$ cat src/rtl/toy_pack.sv
// -----------------------------------------------------------------------------
// toy_pack
// Shared definitions for the M-extension issue path. Anything that has to agree
// with the mext execute unit lives here: the forwarded payload layout, the
// funct3 encodings, the pipeline depths and the instruction field macro.
//
// Contents:
//   INST_FIELD_FUNCT3(inst) - funct3 field of a 32-bit RISC-V instruction
//   MUL_STAGES / DIV_STAGES - issue-to-writeback depth (issue cycle = stage 0)
//   F3_*                    - M-extension funct3 encodings
//   forward_pkg             - payload forwarded from issue queue to the unit
//   f3_is_div()             - true for DIV/DIVU/REM/REMU
// -----------------------------------------------------------------------------
`ifndef TOY_PACK_INST_FIELDS
`define TOY_PACK_INST_FIELDS
`define INST_FIELD_FUNCT3(inst) inst[14:12]
`endif

package toy_pack;

  localparam int MUL_STAGES = 3;
  localparam int DIV_STAGES = 8;

  localparam logic [2:0] F3_MUL    = 3'b000;
  localparam logic [2:0] F3_MULH   = 3'b001;
  localparam logic [2:0] F3_MULHSU = 3'b010;
  localparam logic [2:0] F3_MULHU  = 3'b011;
  localparam logic [2:0] F3_DIV    = 3'b100;
  localparam logic [2:0] F3_DIVU   = 3'b101;
  localparam logic [2:0] F3_REM    = 3'b110;
  localparam logic [2:0] F3_REMU   = 3'b111;

  typedef struct packed {
    logic [3:0]  rob_tag;
    logic [31:0] inst_pld;
  } forward_pkg;

  // Divider-class ops are exactly the encodings with funct3[2] set.
  function automatic logic f3_is_div(input logic [2:0] f3);
    return (f3 == F3_DIV) || (f3 == F3_DIVU) || (f3 == F3_REM) || (f3 == F3_REMU);
  endfunction

endpackage

$ cat src/rtl/toy_mext_sched_chk.sv
// -----------------------------------------------------------------------------
// toy_mext_sched_chk
// Invariant checker for toy_mext_sched. Holds no state; only watches the
// scheduler's grant, reservation and counter signals each clock.
//
// Ports:
//   i_clk, i_rst, i_cancel_en     clock, reset, flush (checks paused on rst)
//   i_set_vec [DIV_STAGES-1:0]    reservation bits claimed this cycle
//   i_res_mul, i_res_div          reservation bits probed by MUL / DIV grants
//   i_gnt_vld, i_gnt_div          grant this cycle and its class
//   i_req_rdy [NUM_REQ-1:0]       per-requester accept
//   i_cnt [CNT_W-1:0], i_wb_en    in-flight count and completion pulse
// -----------------------------------------------------------------------------
module toy_mext_sched_chk
  import toy_pack::*;
#(
  parameter int NUM_REQ = 2,
  parameter int CNT_W   = $clog2(DIV_STAGES + 1)
) (
  input logic                  i_clk,
  input logic                  i_rst,
  input logic                  i_cancel_en,
  input logic [DIV_STAGES-1:0] i_set_vec,
  input logic                  i_res_mul,
  input logic                  i_res_div,
  input logic                  i_gnt_vld,
  input logic                  i_gnt_div,
  input logic [NUM_REQ-1:0]    i_req_rdy,
  input logic [CNT_W-1:0]      i_cnt,
  input logic                  i_wb_en
);

  localparam logic [CNT_W-1:0] CNT_MAX = CNT_W'(DIV_STAGES);

  // Sample the scheduler invariants once per clock outside reset.
  always_ff @(posedge i_clk) begin
    if (!i_rst) begin
      a_set_onehot0: assert ($onehot0(i_set_vec));
      a_rdy_onehot0: assert ($onehot0(i_req_rdy));
      a_mul_slot:    assert (!(i_gnt_vld && !i_gnt_div && i_res_mul));
      a_div_slot:    assert (!(i_gnt_vld && i_gnt_div && i_res_div));
      a_cnt_sat:     assert (i_cancel_en || !(i_gnt_vld && !i_wb_en && (i_cnt == CNT_MAX)));
      a_cnt_undf:    assert (i_cancel_en || !(i_wb_en && !i_gnt_vld && (i_cnt == '0)));
    end
  end

endmodule

$ cat src/rtl/toy_rr_arb.sv
// -----------------------------------------------------------------------------
// toy_rr_arb
// Round-robin arbiter. Scans the request vector starting at i_ptr, wrapping
// around, and grants the first asserted request. The caller owns the pointer,
// so the arbiter itself is purely combinational and reusable.
//
// Ports:
//   i_req     [NUM_REQ-1:0] request vector
//   i_ptr     [IDX_W-1:0]   highest-priority index this cycle (< NUM_REQ)
//   o_gnt     [NUM_REQ-1:0] one-hot grant, zero when nothing requests
//   o_gnt_idx [IDX_W-1:0]   index of the granted request
//   o_gnt_vld               some request was granted
// -----------------------------------------------------------------------------
module toy_rr_arb #(
  parameter int NUM_REQ = 2,
  parameter int IDX_W   = (NUM_REQ > 1) ? $clog2(NUM_REQ) : 1
) (
  input  logic [NUM_REQ-1:0] i_req,
  input  logic [IDX_W-1:0]   i_ptr,
  output logic [NUM_REQ-1:0] o_gnt,
  output logic [IDX_W-1:0]   o_gnt_idx,
  output logic               o_gnt_vld
);

  logic [IDX_W-1:0] w_idx;

  // Priority scan from the pointer; the first hit wins and later hits are ignored.
  always_comb begin
    o_gnt     = '0;
    o_gnt_idx = '0;
    o_gnt_vld = 1'b0;
    w_idx     = '0;
    for (int off = 0; off < NUM_REQ; off++) begin
      w_idx = IDX_W'((int'(i_ptr) + off) % NUM_REQ);
      if (!o_gnt_vld && i_req[w_idx]) begin
        o_gnt[w_idx] = 1'b1;
        o_gnt_idx    = w_idx;
        o_gnt_vld    = 1'b1;
      end else begin
        o_gnt_vld = o_gnt_vld;
      end
    end
  end

endmodule

$ cat src/rtl/toy_mext_sched.sv
// -----------------------------------------------------------------------------
// toy_mext_sched
// Issue scheduler for the shared M-extension execute unit. Picks one of
// NUM_REQ issue-queue requesters per cycle (round-robin), issues it to the unit
// in the same cycle, and keeps a writeback reservation vector so that a MUL and
// a DIV never complete together. Reports in-flight occupancy.
//
// Ports:
//   i_clk, i_rst                 clock, synchronous active-high reset
//   i_req_vld [NUM_REQ-1:0]      requester valid
//   o_req_rdy [NUM_REQ-1:0]      requester accept (one-hot or zero)
//   i_req_pld [NUM_REQ-1:0]      requester payloads
//   i_cancel_en                  pipeline flush
//   o_mext_vld / i_mext_rdy      issue handshake to the unit
//   o_mext_pld                   granted payload, zero when not issuing
//   i_mext_wb_en                 one completion this cycle
//   o_inflight_cnt [CNT_W-1:0]   issued but not yet completed
//   o_sched_idle                 nothing in flight and no requester valid
// -----------------------------------------------------------------------------
module toy_mext_sched
  import toy_pack::*;
#(
  parameter int NUM_REQ = 2,
  parameter int CNT_W   = $clog2(DIV_STAGES + 1)
) (
  input  logic                      i_clk,
  input  logic                      i_rst,
  input  logic [NUM_REQ-1:0]        i_req_vld,
  output logic [NUM_REQ-1:0]        o_req_rdy,
  input  forward_pkg [NUM_REQ-1:0]  i_req_pld,
  input  logic                      i_cancel_en,
  output logic                      o_mext_vld,
  input  logic                      i_mext_rdy,
  output forward_pkg                o_mext_pld,
  input  logic                      i_mext_wb_en,
  output logic [CNT_W-1:0]          o_inflight_cnt,
  output logic                      o_sched_idle
);

  localparam int               IDX_W   = (NUM_REQ > 1) ? $clog2(NUM_REQ) : 1;
  localparam logic [CNT_W-1:0] CNT_MAX = CNT_W'(DIV_STAGES);

  // Bit k set: the writeback port is already claimed k cycles from now.
  logic [DIV_STAGES-1:0] r_res;
  logic [IDX_W-1:0]      r_rr_ptr;
  logic [CNT_W-1:0]      r_cnt;

  logic [2:0]            w_funct3 [NUM_REQ];
  logic [NUM_REQ-1:0]    w_is_div;
  logic [NUM_REQ-1:0]    w_elig;
  logic [NUM_REQ-1:0]    w_gnt;
  logic [IDX_W-1:0]      w_gnt_idx;
  logic                  w_gnt_vld;
  logic                  w_gnt_div;
  logic [DIV_STAGES-1:0] w_set_vec;
  logic [IDX_W-1:0]      w_ptr_nxt;
  logic [CNT_W-1:0]      w_cnt_nxt;

  // Classify each request and decide whether its writeback slot is free.
  // Reset is folded in so nothing issues during the reset cycle.
  always_comb begin
    w_is_div = '0;
    w_elig   = '0;
    for (int i = 0; i < NUM_REQ; i++) begin
      w_funct3[i] = `INST_FIELD_FUNCT3(i_req_pld[i].inst_pld);
      w_is_div[i] = f3_is_div(w_funct3[i]);
      w_elig[i]   = i_req_vld[i] & i_mext_rdy & ~i_cancel_en & ~i_rst &
                    (w_is_div[i] ? ~r_res[DIV_STAGES-1] : ~r_res[MUL_STAGES-1]);
    end
  end

  toy_rr_arb #(
    .NUM_REQ (NUM_REQ),
    .IDX_W   (IDX_W)
  ) u_arb (
    .i_req     (w_elig),
    .i_ptr     (r_rr_ptr),
    .o_gnt     (w_gnt),
    .o_gnt_idx (w_gnt_idx),
    .o_gnt_vld (w_gnt_vld)
  );

  // Drive the issue port and claim the writeback slot of the granted op.
  always_comb begin
    o_req_rdy  = w_gnt;
    o_mext_vld = w_gnt_vld;
    o_mext_pld = '0;
    w_gnt_div  = 1'b0;
    w_set_vec  = '0;
    if (w_gnt_vld) begin
      o_mext_pld = i_req_pld[w_gnt_idx];
      w_gnt_div  = w_is_div[w_gnt_idx];
      if (w_gnt_div) begin
        w_set_vec[DIV_STAGES-1] = 1'b1;
      end else begin
        w_set_vec[MUL_STAGES-1] = 1'b1;
      end
    end else begin
      o_mext_pld = '0;
    end
  end

  // Pointer moves just past the winner so it gets lowest priority next time.
  always_comb begin
    if (w_gnt_idx == IDX_W'(NUM_REQ - 1)) begin
      w_ptr_nxt = '0;
    end else begin
      w_ptr_nxt = w_gnt_idx + IDX_W'(1);
    end
  end

  // In-flight counter update: saturate at the deepest pipeline, hold at zero on underflow.
  always_comb begin
    w_cnt_nxt = r_cnt;
    case ({w_gnt_vld, i_mext_wb_en})
      2'b10: begin
        if (r_cnt == CNT_MAX) begin
          w_cnt_nxt = r_cnt;
        end else begin
          w_cnt_nxt = r_cnt + CNT_W'(1);
        end
      end
      2'b01: begin
        if (r_cnt == '0) begin
          w_cnt_nxt = r_cnt;
        end else begin
          w_cnt_nxt = r_cnt - CNT_W'(1);
        end
      end
      default: w_cnt_nxt = r_cnt;
    endcase
  end

  // Scheduler state: reservations age by one each cycle; a flush drops every
  // reservation and the count but keeps the fairness pointer.
  always_ff @(posedge i_clk) begin
    if (i_rst) begin
      r_res    <= '0;
      r_rr_ptr <= '0;
      r_cnt    <= '0;
    end else if (i_cancel_en) begin
      r_res    <= '0;
      r_rr_ptr <= r_rr_ptr;
      r_cnt    <= '0;
    end else begin
      r_res <= (r_res | w_set_vec) >> 1'b1;
      r_cnt <= w_cnt_nxt;
      if (w_gnt_vld) begin
        r_rr_ptr <= w_ptr_nxt;
      end else begin
        r_rr_ptr <= r_rr_ptr;
      end
    end
  end

  assign o_inflight_cnt = r_cnt;
  assign o_sched_idle   = i_rst | ((r_cnt == '0) & ~(|i_req_vld));

  toy_mext_sched_chk #(
    .NUM_REQ (NUM_REQ),
    .CNT_W   (CNT_W)
  ) u_chk (
    .i_clk       (i_clk),
    .i_rst       (i_rst),
    .i_cancel_en (i_cancel_en),
    .i_set_vec   (w_set_vec),
    .i_res_mul   (r_res[MUL_STAGES-1]),
    .i_res_div   (r_res[DIV_STAGES-1]),
    .i_gnt_vld   (w_gnt_vld),
    .i_gnt_div   (w_gnt_div),
    .i_req_rdy   (o_req_rdy),
    .i_cnt       (r_cnt),
    .i_wb_en     (i_mext_wb_en)
  );

endmodule

$ cat config.mk
export PLATFORM = sky130hd
export DESIGN_NAME = toy_mext_sched
export DESIGN_NICKNAME = d
export VERILOG_FILES = /design/src/rtl/toy_pack.sv /design/src/rtl/toy_mext_sched_chk.sv /design/src/rtl/toy_rr_arb.sv /design/src/rtl/toy_mext_sched.sv
export SDC_FILE = /design/constraint.sdc
export NUM_CORES = 1
export LEC_CHECK = 0
export BUFFER_PORTS_ARGS = -buffer_cell sky130_fd_sc_hd__buf_2
export CORE_UTILIZATION = 32
export CTS_CLUSTER_SIZE = 25
export DETAILED_ROUTE_END_ITERATION = 10
export HOLD_SLACK_MARGIN = 0.1
export PLACE_DENSITY_LB_ADDON = 0.25
export SLEW_MARGIN = 30
export SYNTH_ARGS = -nofsm -noshare
export SYNTH_HDL_FRONTEND = slang
export SYNTH_SLANG_ARGS = --single-unit
$ cat constraint.sdc
create_clock -name i_clk -period 1.79 [get_ports i_clk]
set_input_delay 0.179 -clock i_clk [delete_from_list [all_inputs] [get_ports i_clk]]
set_output_delay 0.179 -clock i_clk [all_outputs]
set_load 0.005 [all_outputs]
# --- Word level (Yosys, flattened, before mapping) ---
# Index checks and enable logic that the tools add are counted.
word_totals:
  regBits: 13
  out_inout_bits: 44
  wordCells: 88
  inputBits: 79
op_classes:
  reduce_logical: 16
  n_addsub: 4
  bitwise: 17
  n_eq_ne: 13
  magnitude_cmp: 5
  muxes: 29
op_table:
  columns: ["op", "n"]
  rows:
  - ["$mux 36", 3]
  - ["$eq 3x3->1 const B", 8]
  - ["$mux 1", 19]
  - ["$and 1x1->1", 9]
  - ["$mux 4", 2]
  - ["$or 8x8->8", 1]
  - ["$pmux 4 s2", 1]
  - ["$logic_or 1x1->1", 6]
  - ["$lt 1x2->1 const B", 3]
  - ["$not 1->1", 5]
  - ["$add 4x1->4 const B", 1]
  - ["$eq 4x4->1 const B", 1]
  - ["$logic_not 4->1", 1]
  - ["$mux 2", 2]
  - ["$ne 2x2->1 const B", 2]
  - ["$reduce_or 2->1", 2]
  - ["$sub 4x1->4 const B", 1]
  - ["$logic_and 1x1->1", 3]
  - ["$reduce_and 3->1", 1]
  - ["$add 1x1->1 const B", 2]
  - ["$demux 1 s1", 2]
  - ["$eq 2x1->1 const B", 1]
  - ["$eq 2x2->1 const B", 1]
  - ["$ge 1x1->1 const B", 2]
  - ["5 further kinds", 5]

# --- Depth between registers and ports, before layout ---
logic_depth:
  word_depth: 17
  mapped_depth: 8
  mapped_depth_nobuf: 8

# --- Modules after synthesis ---
# From an unflattened synthesis, not the netlist that was laid out.
unflattened:
  cells_unflattened: 149
  area_unflattened_um2: 1112.3
modules_own_cells:
  columns: ["mod", "area_per_inst_um2", "cells_each", "n_inst", "seq_area_each_um2"]
  rows:
  - ["toy_mext_sched", 1079.8, 144, 1, 200.2]
  - ["toy_rr_arb", 32.5, 5, 1, 0.0]

# --- Least setup slack after synthesis ---
# No wires, ideal clock.
synth_path:
  path_kind: "flip-flop to flip-flop"
  startpoint: "register r_res[2]"
  endpoint: "register r_cnt[2] (netlist: o_inflight_cnt[2])"
  setup_slack_ns: -0.065
  setup_ns: 0.122
  path_stages_with_launch: 9
  path_buffers: 0
  period_less_slack_ns: 1.855
  required_time_ns: 1.668
  arrival_ns: 1.733
  cell_sequence: "dfxtp_1 -> nand2b_1 -> a32oi_4 -> nand2_1 -> xnor2_1 -> ha_1 -> nor4b_1 -> mux2i_1 -> mux2i_1"
synth_via:
  elab_chain_len: 12
  word_cells_on_any_way: 20
  cone_classes: "4 x eq/ne; 9 x mux; 3 x bitwise; 4 x reduce/logical"
synth_rtl:
  columns: ["element", "line", "source"]
  rows:
  - ["start, declared", "toy_mext_sched.sv:44", "logic [DIV_STAGES-1:0] r_res;"]
  - ["start signal, assigned", "toy_mext_sched.sv:146", "r_res <= (r_res | w_set_vec) >> 1'b1;"]
  - ["$not 1->1 *", "toy_mext_sched.sv:68", "(w_is_div[i] ? ~r_res[DIV_STAGES-1] : ~r_res[MUL_STAGES-1]);"]
  - ["$mux 1", "toy_mext_sched.sv:68", null]
  - ["$and 1x1->1", "toy_mext_sched.sv:67", "w_elig[i] = i_req_vld[i] & i_mext_rdy & ~i_cancel_en & ~i_rst &"]
  - ["$mux 1 (not written as such) (2 in series)", "toy_rr_arb.sv:35", "if (!o_gnt_vld && i_req[w_idx]) begin"]
  - ["$mux 1", "toy_rr_arb.sv:35", null]
  - ["$logic_not 1->1", "toy_rr_arb.sv:35", null]
  - ["$logic_and 1x1->1", "toy_rr_arb.sv:35", null]
  - ["$mux 1 *", "toy_rr_arb.sv:35", null]
  - ["$eq 2x1->1 / $eq 2x2->1 (equally long branches)", "toy_mext_sched.sv:115", "case ({w_gnt_vld, i_mext_wb_en})"]
  - ["$ne 2x2->1 (no line) / $reduce_bool 2->1 (equally long branches)", null, null]
  - ["$reduce_and 3->1 (no line)", null, null]
  - ["end signal, assigned", "toy_mext_sched.sv:147", "r_cnt <= w_cnt_nxt;"]
  - ["end, declared", "toy_mext_sched.sv:46", "logic [CNT_W-1:0] r_cnt;"]
# Every way passes the cells marked *; elsewhere a longest branch is shown, timed or not. The select of a mux whose other input is x is not followed.
# A chain may end at the register's enable or synchronous reset.

==> impl_results.md <==
- Outcome: finished, final reports clean
- Synth unique cells: 35
- First-pass DRT Iterations: 4
- Initial core utilization: around a third
- P&R area growth vs syn: 85.3%
- Root Driver: clkbuf_4
- Row count: 21
- Setup violators final: 0
- CTS Buffer Depth: 2
- Hpwl dp: ~3.3 mm
- CP Capture Type: primary output
- Number of remaining DRC errors: 0
- Synth Instances: 186
- Mapped Area: 0.00118 sq mm
- Yosys warns: 0
- CP Buf/Inv Count: 3
- Final Routed Wirelength: 4.87 mm
- Max incr delay on CP: 370 ps
- Critical path class: register to primary output
- Critical path arrival: 1590 ps
- Grt total ovfl: 0
- Power per cell area: 321 mW/mm^2
- Number of I/O pins: 123
- PortBufs: 122
- Via count: 1,850
- Worst Clk Skew: 0.345 ps
- Pin count of the biggest net entering global routing: 38
- Die Ht: 62.6 um
- Slowest stage cell, crit path: dfxtp_4
- Crit path max-delay family: buffers and inverters
- Routability congestion estimate from global placement: roughly 0.75
- RSZ-0062 raised after global routing: true
- Ant diodes: 0
- Total clock buffers created by CTS: 3
- Net switching power: 0.207 mW
- Seq cells post-synth: 10
- CP cell instances: nor2b_4 > nor3_4 > buf_12 > buf_6 > nand3_1 > a21oi_1 > buf_2
- WHS: 173 ps
- Clk network pwr share: 28.8%
- H-tree depth: 1
- Post-synth EDFFs: 0
- Routed Antenna Nets: 0
- Post-DR vias/cell: 5.10
- CTS Hold Bufs: 0
- Logic pwr share: roughly two fifths
- Synth Flop Type: dfxtp_1
- Clock Latency Late Sink: 260 ps
- Die width: approximately 63 um
- Power Internal: 0.494 mW
- Global-route wire length before repair: 7.28 mm
- Crit path required time: 1610 ps
- Core ar.: 0.00342 sq mm
- CTS tree: done
- TNS Setup: 0 ps
- Tcrit/Tclk final: between 90% and 100%
- Min Clock Period, post-route: 1760 ps
- Layout Nets: 398
- WL/cell: 13.4 um
- Max Slew Vio Count: 0
- Final Hold Fails: 0
- Number of global-route vias before repair: 1,754
- IR drop worst, VDD: 190 uV
- Asr flop ratio synth: 0%
- # Max-Cap Violations: 0
- CP Launch Type: register
- Syn nets: about 270
- Reg power frac: 32.7%
- Worst-path maximum fanout: 5
- Tot GR Track Use: 22.4%
- Worst-margin pin slew: 428 ps
- Peak Freq: 0.567 GHz
- Syn Area/Cell: roughly 6.3 sq um
- Die footprint: 0.00392 sq mm
- Min-delay worst type: primary input to register
- Worst-path clk slew: 70 ps
- CTS sink cnt: 10
- Lkg Pwr: 1.05 nW
- Sw frac: slightly below 30%
- Seq/Total Area, Yosys: 17.0%
- Layout cell share with drive strength beyond 1: between 50% and 60%
- Relative slew slack: slightly above 70%
- Initial antenna violation count: 0
- DRT iter0 DRCs: 162
-- layout make-up --
class	count	area (sq um)
multi-input cells	160	1010
clock buffers	4	36.3
well taps	46	57.6
repair buffers	141	857
inverters	2	12.5
flip-flops and latches	10	204
fillers	341	1240
-- logic make-up (layout without fill, tap and decap cells) --
logic type	Yosys count	in the layout	share of synthesized area, %
AND/OR/NAND/NOR	102	102	44.4
AO/OA/AOI/OAI	51	51	26.5
buffers and inverters	16	147	5.75
flip-flops	10	10	17.0
multiplexers	5	5	4.57
adder cells (fa/ha/maj)	1	1	1.06
XOR/XNOR	1	1	0.745
-- layer usage --
layer	global-route usage [%]	share of wire, %
met1	26.9	44
met3	3.83	5.5
met2	41.4	51
met5	0	0
met4	4.36	0.29
-- final timing paths --
check / from / to / slack (ps) / cells after the start
worst max register to register: r_res[2]$_SDFF_PP0_ / o_inflight_cnt[2]$_SDFFE_PP0P_ / 60 / 8
worst min register to register: r_res[5]$_SDFF_PP0_ / r_res[4]$_SDFF_PP0_ / 430 / 1
worst max-delay path: r_res[2]$_SDFF_PP0_ / o_mext_pld[17] / 30 / 7
worst min-delay path: i_rst / r_rr_ptr$_SDFFE_PP0P_ / 170 / 2
-- cell usage in the layout, fill, tap and decap left out, types with 4 or more instances in the layout --
cell,count
nand2_1,35
nand3_2,7
a21oi_1,7
dfxtp_1,9
buf_12,4
and2_1,5
nand3_1,32
buf_2,122
o21ai_0,18
mux2i_1,4
buf_4,9
o21ai_1,17
-- Yosys cell counts (2+ instances only) --
cell | instances | area (sq um)
nor2b_1 | 3 | 18.8
nand2b_1 | 2 | 12.5
nor4b_1 | 3 | 26.3
a21oi_1 | 7 | 35.0
o21ai_1 | 2 | 10.0
or3_1 | 2 | 12.5
buf_2 | 4 | 20.0
mux2i_1 | 4 | 40.0
nand2_1 | 35 | 131
nor2_1 | 4 | 15.0
nor3_2 | 2 | 20.0
o21ai_0 | 35 | 175
clkbuf_1 | 10 | 37.5
and2_1 | 5 | 31.3
dfxtp_1 | 10 | 200
nand3_1 | 39 | 195
-- metrics by stage --
step / power (mW) / std cells / util, % / instance area, sq um / worst slack, ps
6_report: 0.701 / 363 / 63.8 / 2180 / 25.7
5_1_grt: 0.748 / 363 / 63.8 / 2180 / -48.5
4_1_cts: 0.679 / 356 / 57.2 / 1950 / 22.9
3_3_place_gp: 0.471 / 351 / 55.8 / 1910 / 52.4
2_1_floorplan: 0.325 / 186 / - / 1180 / 9.79
3_5_place_dp: 0.473 / 351 / 55.8 / 1910 / 6.65
-- registers in the layout, indices dropped and copies added (netlist names) --
register	flops
r_res	5
r_rr_ptr	1
o_inflight_cnt	4
-- power by group through the flow --
stage	registers (mW)	logic, mW	clock network (mW)
floorplan	0.233	0.0923	0
global placement	0.235	0.235	0
detailed placement	0.235	0.238	0
CTS	0.230	0.239	0.209
global route	0.229	0.297	0.221
finish	0.229	0.270	0.202
-- what timing repair did --
item	4_1_cts	5_1_grt
endpoints found under the setup margin	2	37
resized for setup	1	44
cloned	0	5
pin swaps	1	3
setup buffers	1	2
endpoints found under the hold margin	0	0
Note: power is estimated with default switching activity, not from simulation.
